### src/rtl/stream_mux_pkg.sv
// rtl/stream_mux_pkg.sv - shared constants and types for the 4-to-1 round-robin stream mux
package stream_mux_pkg;

    localparam int NUM_CH = 4;
    localparam int CH_W   = 2;

    typedef enum logic {
        IDLE = 1'b0,
        LOCK = 1'b1
    } mux_state_t;

    typedef logic [CH_W-1:0] ch_t;

endpackage

### src/rtl/rr_arbiter_4.sv
// rtl/rr_arbiter_4.sv - combinational rotate-priority search over four requests starting at ptr
module rr_arbiter_4
    import stream_mux_pkg::*;
(
    input  logic [NUM_CH-1:0] req,
    input  ch_t               ptr,
    output logic              gnt_valid,
    output ch_t               gnt_idx
);

    // Walk from the farthest offset down to ptr so the nearest requester is the last to overwrite.
    always_comb begin
        ch_t idx;
        gnt_valid = 1'b0;
        gnt_idx   = ptr;
        idx       = ptr;
        for (int i = NUM_CH - 1; i >= 0; i--) begin
            idx = ptr + ch_t'(i);
            if (req[idx]) begin
                gnt_valid = 1'b1;
                gnt_idx   = idx;
            end
        end
    end

endmodule

### src/rtl/stream_mux_4to1_rr.sv
// rtl/stream_mux_4to1_rr.sv - four valid/ready streams merged round-robin with packet lock into one registered stream
module stream_mux_4to1_rr #(
    parameter int DATA_W = 8,
    parameter int NUM_CH = 4
) (
    input  logic                     clk,
    input  logic                     rst_n,
    input  logic [NUM_CH-1:0]        in_valid,
    input  logic [NUM_CH*DATA_W-1:0] in_data,
    input  logic [NUM_CH-1:0]        in_last,
    output logic [NUM_CH-1:0]        in_ready,
    output logic                     out_valid,
    output logic [DATA_W-1:0]        out_data,
    output logic                     out_last,
    output logic [1:0]               out_ch,
    input  logic                     out_ready
);

    import stream_mux_pkg::*;

    if (NUM_CH != stream_mux_pkg::NUM_CH) begin : g_bad_num_ch
        $error("stream_mux_4to1_rr supports exactly 4 channels");
    end

    mux_state_t        state;
    mux_state_t        state_nxt;
    ch_t               ptr;
    ch_t               lock_ch;
    ch_t               gnt_idx;
    logic              gnt_valid;
    logic              can_load;
    logic              accept;
    logic              sel_last;
    logic [DATA_W-1:0] sel_data;
    logic [NUM_CH-1:0] req;

    assign can_load = !out_valid || out_ready;

    // While a packet is open only its owner may compete, so the arbiter sees a single request.
    always_comb begin
        req = in_valid;
        if (state == LOCK) begin
            req = in_valid & (NUM_CH'(1) << lock_ch);
        end
    end

    rr_arbiter_4 u_arb (
        .req       (req),
        .ptr       (ptr),
        .gnt_valid (gnt_valid),
        .gnt_idx   (gnt_idx)
    );

    assign sel_data = in_data[gnt_idx*DATA_W +: DATA_W];
    assign sel_last = in_last[gnt_idx];
    assign accept   = |in_ready;

    always_ff @(posedge clk or negedge rst_n) begin
        if (!rst_n) begin
            state <= IDLE;
        end else begin
            state <= state_nxt;
        end
    end

    always_comb begin
        state_nxt = state;
        case (state)
            IDLE:    if (accept && !sel_last) state_nxt = LOCK;
            LOCK:    if (accept && sel_last)  state_nxt = IDLE;
            default: state_nxt = IDLE;
        endcase
    end

    // rst_n gates the grant so no channel sees an accept while the block is held in reset.
    always_comb begin
        in_ready = '0;
        if (rst_n && can_load && gnt_valid) begin
            in_ready[gnt_idx] = 1'b1;
        end
    end

    always_ff @(posedge clk or negedge rst_n) begin
        if (!rst_n) begin
            ptr     <= '0;
            lock_ch <= '0;
        end else begin
            if (accept && sel_last) begin
                ptr <= gnt_idx + 1'b1;
            end
            if (accept && state == IDLE && !sel_last) begin
                lock_ch <= gnt_idx;
            end
        end
    end

    always_ff @(posedge clk or negedge rst_n) begin
        if (!rst_n) begin
            out_valid <= 1'b0;
            out_data  <= '0;
            out_last  <= 1'b0;
            out_ch    <= '0;
        end else if (accept) begin
            out_valid <= 1'b1;
            out_data  <= sel_data;
            out_last  <= sel_last;
            out_ch    <= gnt_idx;
        end else if (out_ready) begin
            out_valid <= 1'b0;
        end
    end

endmodule
### config.mk
export PLATFORM = sky130hd
export DESIGN_NAME = stream_mux_4to1_rr
export DESIGN_NICKNAME = d
export VERILOG_FILES = /design/src/rtl/stream_mux_pkg.sv /design/src/rtl/rr_arbiter_4.sv /design/src/rtl/stream_mux_4to1_rr.sv
export SDC_FILE = /design/constraint.sdc
export NUM_CORES = 1
export LEC_CHECK = 0
export BUFFER_PORTS_ARGS = -buffer_cell sky130_fd_sc_hd__clkbuf_2
export CAP_MARGIN = 10
export CORE_ASPECT_RATIO = 1.5
export CORE_MARGIN = 4
export CORE_UTILIZATION = 44
export DETAILED_ROUTE_END_ITERATION = 10
export GPL_TIMING_DRIVEN = 0
export PLACE_DENSITY = 0.81
export SETUP_SLACK_MARGIN = 0.02
export SYNTH_ARGS = -nofsm -noshare
export SYNTH_HDL_FRONTEND = slang
export SYNTH_SLANG_ARGS = --single-unit
### constraint.sdc
create_clock -name clk -period 2.2 [get_ports clk]
set_input_delay 0.33 -clock clk [delete_from_list [all_inputs] [get_ports clk]]
set_output_delay 0.33 -clock clk [all_outputs]
set_load 0.01 [all_outputs]
After elaboration in Yosys (flattened, before gate mapping)
Cells that the tools add are included.
Widths: inputs -> output; s select.
{"block": "word_totals", "output_inout_bits": 16, "input_bits": 43, "elab_cells": 60, "regBits": 17}
{"block": "op_classes", "n_addsub": 4, "shift": 2, "bitwise": 2, "n_lt_le_gt_ge": 6, "n_reduce_logical": 12, "muxes": 27}
{"cell": "$shiftx 32x6->8", "count": 1}
{"cell": "$lt 2x3->1 const B", "count": 5}
{"cell": "$mux 1", "count": 14}
{"cell": "$bmux 1 s2", "count": 5}
{"cell": "$mux 2", "count": 4}
{"cell": "$mux 4", "count": 2}
{"cell": "$logic_and 1x1->1", "count": 7}
{"cell": "$add 2x1->2 const B", "count": 2}
{"cell": "$add 2x2->2 const B", "count": 2}
{"cell": "$and 4x4->4", "count": 1}
{"cell": "$reduce_or 4->1", "count": 1}
{"cell": "$shl 1x2->4 const A", "count": 1}
{"cell": "$demux 1 s2", "count": 1}
{"cell": "$ge 2x1->1 const B", "count": 1}
{"cell": "$logic_not 1->1", "count": 2}
{"cell": "$pmux 1 s2", "count": 1}
{"cell": "$reduce_bool 2->1", "count": 1}
{"cell": "$logic_or 1x1->1", "count": 1}
{"cell": "$not 1->1", "count": 1}

Depth between registers and ports, before layout
{"block": "logic_depth", "depth_word": 18, "mapped_depth": 10, "ltp_nobuf": 7}

Hierarchy
A second synthesis with hierarchy kept.
{"block": "hier_totals", "hier_cells": 89, "area_unflattened_um2": 1144.8}
{"module": "stream_mux_4to1_rr", "instances": 1, "cells_per_inst": 73, "area_per_inst_um2": 1044.8}
{"module": "rr_arbiter_4", "instances": 1, "cells_per_inst": 16, "area_per_inst_um2": 100.1}

Worst setup path before layout
OpenSTA, ideal clock, no wires.
{"block": "synth_timing", "path_kind": "flip-flop to output port", "start": "reg lock_ch[0]", "end": "out in_ready[1]", "path_buffers": 1, "path_stages_with_launch": 9, "arrival_time_ps": 1996, "setup_slack_ps": -126, "cell_sequence": "dfrtp_1 -> buf_6 -> or4b_4 -> o211a_2 -> nand2_2 -> o311ai_4 -> nor2_2 -> inv_1 -> nor2_1"}
{"block": "synth_via", "elab_chain_cells": 14}
{"item": "start: declaration", "line_no": "stream_mux_4to1_rr.sv:28", "source": "ch_t lock_ch;"}
{"item": "start signal: assignment", "line_no": "stream_mux_4to1_rr.sv:92", "source": "lock_ch <= gnt_idx;"}
{"item": "$shl 1x2->4 (*)", "line_no": "stream_mux_4to1_rr.sv:43", "source": "req = in_valid & (NUM_CH'(1) << lock_ch);"}
{"item": "$and 4x4->4 (*)", "line_no": "stream_mux_4to1_rr.sv:43"}
{"item": "$mux 4 (*)", "line_no": "stream_mux_4to1_rr.sv:42", "source": "if (state == LOCK) begin"}
{"item": "$bmux 1 s2", "line_no": "rr_arbiter_4.sv:19", "source": "if (req[idx]) begin"}
{"item": "$mux 1 (implied by the code)", "line_no": "rr_arbiter_4.sv:19"}
{"item": "$mux 2 (4 in a row)", "line_no": "rr_arbiter_4.sv:19"}
{"item": "$lt 2x3->1 (implied by the code) or $ge 2x1->1 (tied branches)", "line_no": "stream_mux_4to1_rr.sv:79", "source": "in_ready[gnt_idx] = 1'b1;"}
{"item": "$logic_and 1x1->1 (implied by the code)", "line_no": "stream_mux_4to1_rr.sv:79"}
{"item": "$mux 1 (implied by the code)", "line_no": "stream_mux_4to1_rr.sv:79"}
{"item": "$demux 1 s2", "line_no": "stream_mux_4to1_rr.sv:79"}
{"item": "$mux 4 (*)", "line_no": "stream_mux_4to1_rr.sv:78", "source": "if (rst_n && can_load && gnt_valid) begin"}
{"item": "end: declaration", "line_no": "stream_mux_4to1_rr.sv:11", "source": "output logic [NUM_CH-1:0] in_ready,"}
Mark *: on every way between the ends. The rest lies on a longest branch, timed or not. The select of a mux whose other input is x is not followed.

Final worst setup path
{"block": "layout_timing", "start": "reg ptr[0]", "end": "out in_ready[2]"}
{"block": "layout_via", "elab_chain_cells": 12}
{"item": "start: declaration", "line_no": "stream_mux_4to1_rr.sv:27", "source": "ch_t ptr;"}
{"item": "start signal: assignment", "line_no": "stream_mux_4to1_rr.sv:89", "source": "ptr <= gnt_idx + 1'b1;"}
{"item": "$add 2x2->2", "line_no": "rr_arbiter_4.sv:18", "source": "idx = ptr + ch_t'(i);"}
{"item": "$bmux 1 s2", "line_no": "rr_arbiter_4.sv:19"}
{"item": "$mux 1 (implied by the code)", "line_no": "rr_arbiter_4.sv:19"}
{"item": "$mux 2 (4 in a row)", "line_no": "rr_arbiter_4.sv:19"}
{"item": "$lt 2x3->1 (implied by the code) or $ge 2x1->1 (tied branches)", "line_no": "stream_mux_4to1_rr.sv:79"}
{"item": "$logic_and 1x1->1 (implied by the code)", "line_no": "stream_mux_4to1_rr.sv:79"}
{"item": "$mux 1 (implied by the code)", "line_no": "stream_mux_4to1_rr.sv:79"}
{"item": "$demux 1 s2", "line_no": "stream_mux_4to1_rr.sv:79"}
{"item": "$mux 4 (*)", "line_no": "stream_mux_4to1_rr.sv:78"}
Marks and branches as above.

==> reports/qor.csv <==
metric,value,unit
violations,negative setup slack,
fin_cells,270,
dieWidth,55.2,um
multi_input_area,0.00116,mm^2
path_class,register to primary output,
cts_tree,yes,
worstMarginPinSlew,0.497,ns
register_area,425,um^2
numCtsBuffers,3,
required,1.87,ns
vdd_drop_max,1100,uV
dp_cells,243,
grt_max_degree,20,
final.setup.worst_slack,-0.434,ns
finalCriticalPeriod,2.63,ns
ant_nets,0,
drv_slew,0,
max_clock_freq,380,MHz
drcViolationCount,0,
io_buffer_count,58,
hold_path.class,input pin to async pin,
status,"finished, violations left",
die_h,78.8,um
crit_start,ptr[0],
skew,0.00624,ns
fin_area,0.00225,mm^2
final_common_cell,clkbuf_2,
grt_usage,21.3,%
post-route-period-util,120,%
postRouteWirelength,4970,um
cts_root_buffer,clkbuf_8,
gp_congestion,0.883,
rr_worst_depth,10,
first_iter_violations,48,
syn_to_final_growth,52.9,%
syn_area_per_cell,10.1,um^2
die_area,0.00435,mm^2
diodes,0,
arrival,2.30,ns
ys_warn_count,0,
grt_pass1_wl,7650,um
antenna_found_initial,0,
cts_buffer_depth,2,
cts.sinks,17,
startpoint_type,register,
dp_hpwl,3130,um
final_hold_viol_count,0,
dr.pass1.iters,4,
syn_inst,145,
nFillCells,231,
setup_viol,18,
rr_startpoint,ptr[0],
final_layout_size_suffix_gt1_share,59.1,%
yosys_register_bits,17,
yosysSeqAreaShare,28.9,%
final_cell_mix,"clkbuf_2, buf_4, mux2i_1",
reg2reg_slack,-0.36,ns
grt_pass1_vias,1715,
crit_fanout,10,
preCtsSetupSlack,-0.267,ns
cap_violations,0,
cts_hold_buf,0,
via_per_inst,6.13,
start_util,46.1,%
cellPowerDensity,1870,mW/mm^2
slew_headroom,66.9,%
core,0.00319,mm^2
place_area,0.00184,mm^2
r2r_end,lock_ch[0],
drt-wirelength-per-cell,18.4,um
power_leakage,1.07,nW
nets,274,
setup_tns,-4.04,ns
synth_fp_nets,188,
utilization,70.5,%
ys_types,51,
clk_latency,0.26,ns
rows,25,
overflow,0,
vias,1655,
synth_area,0.00147,mm^2
clk_pin_slew_worst_paths,0.08,ns
end_kind,primary output,
rsz0062_at_grt,yes,
htreeDepth,1,
critical_path.endpoint,in_ready[2],
io_pins,59,
[cells by family (layout without fill, tap and decap cells)]
group                  Yosys count  after routing  synth area share (%)
and+or+nand+nor                 49             49                  18.5
buffers and inverters           12             97                  5.78
AOI/OAI and AO/OA               44             44                  31.0
muxes                           23             23                  15.8
DFF                             17             17                  28.9
[worst min path at each step]
stage	start	cells past startpoint	end
after detailed placement	rst_n	1	out_data[7]
after floorplan	rst_n	0	async pin
final	rst_n	1	out_data[3]
after global routing	rst_n	1	out_data[7]
after CTS	rst_n	1	out_data[3]
after global placement	rst_n	1	out_data[3]
[registers in the layout, indices dropped and copies added (netlist names), named ones only]
register and cells:
out_valid 1, ptr 2, lock_ch 2, out_ch 2, out_data 8, out_last 1
[power breakdown]
group / switching, W / leakage (nW) / internal [W]
Sequential: 0.0000781 / 0.209 / 0.000467
Clock: 0.000122 / 0.0217 / 0.000128
Combinational: 0.00183 / 0.843 / 0.00158
[area by class of cell]
cell class                      count  share of cell area, %
Timing Repair Buffer               81                   20.7
Clock buffer                        3                   1.84
Buffer                              9                   3.95
Clock inverter                      1                  0.334
Multi-Input combinational cell    116                   51.5
Inverter                            3                  0.501
Sequential cell                    17                   18.9
Tap cell                           40                   2.22
[critical path, stage by stage (launching register included)]
cell and delay (ns):
dfrtp_1 0.38, buf_6 0.14, mux2i_2 0.15, o211ai_1 0.39, buf_4 0.20, o21ai_4 0.06, a22oi_4 0.23, nor2_4 0.08
nor2_1 0.20, clkbuf_2 0.20
[stage by stage]
step           total power, W  hold WS (ns)
2_1_floorplan         0.00254        0.0344
3_3_place_gp          0.00303         0.291
3_5_place_dp          0.00307         0.298
4_1_cts               0.00389        0.0101
5_1_grt               0.00445        0.0387
6_report              0.00421       0.00435
[Yosys cell counts (all sizes together)]
cell type,n,area share (%)
o31ai,1,0.51
or2,1,0.43
and2,1,0.43
a22o,2,1.2
nand2b,3,1.3
o311a,1,0.68
o211ai,5,3.6
buf,7,4.5
a21oi,5,3.2
a311oi,1,1.0
inv,3,0.77
o311ai,1,1.8
nand4bb,3,2.3
nor2,8,2.2
nor2b,2,0.85
a31o,1,0.60
o21ai,4,2.1
nor3,1,0.34
nand2,20,5.8
nand4,2,0.85
o221ai,8,4.8
mux2i,21,14
nand4b,3,1.8
a2bb2oi,1,1.0
a22oi,2,2.0
a221oi,1,0.60
or4b,1,0.94
o211a,4,2.7
nand3,4,1.4
dfrtp,17,29
mux2,2,1.5
o41ai,1,1.1
a211oi,1,0.51
o32a,1,0.68
a211o,1,0.60
a31oi,3,2.3
clkbuf,2,0.51
[repair_timing]
item / in CTS / in global routing
endpoints found under the setup margin: 20 / 20
gates resized for setup: 21 / 14
pin swaps: 18 / 7
hold endpoints to repair: 0 / 0
setup buffers: 17 / 7
[layer usage]
metal	vias to the layer above	part of all wire (%)	global-route usage, %
met1	795	35	22.1
li1	739	-	-
met4	0	6.0	10.5
met3	31	6.7	2.60
met2	90	52	41.4
met5	-	0	0
No activity file was read; power rests on OpenSTA's default activity.
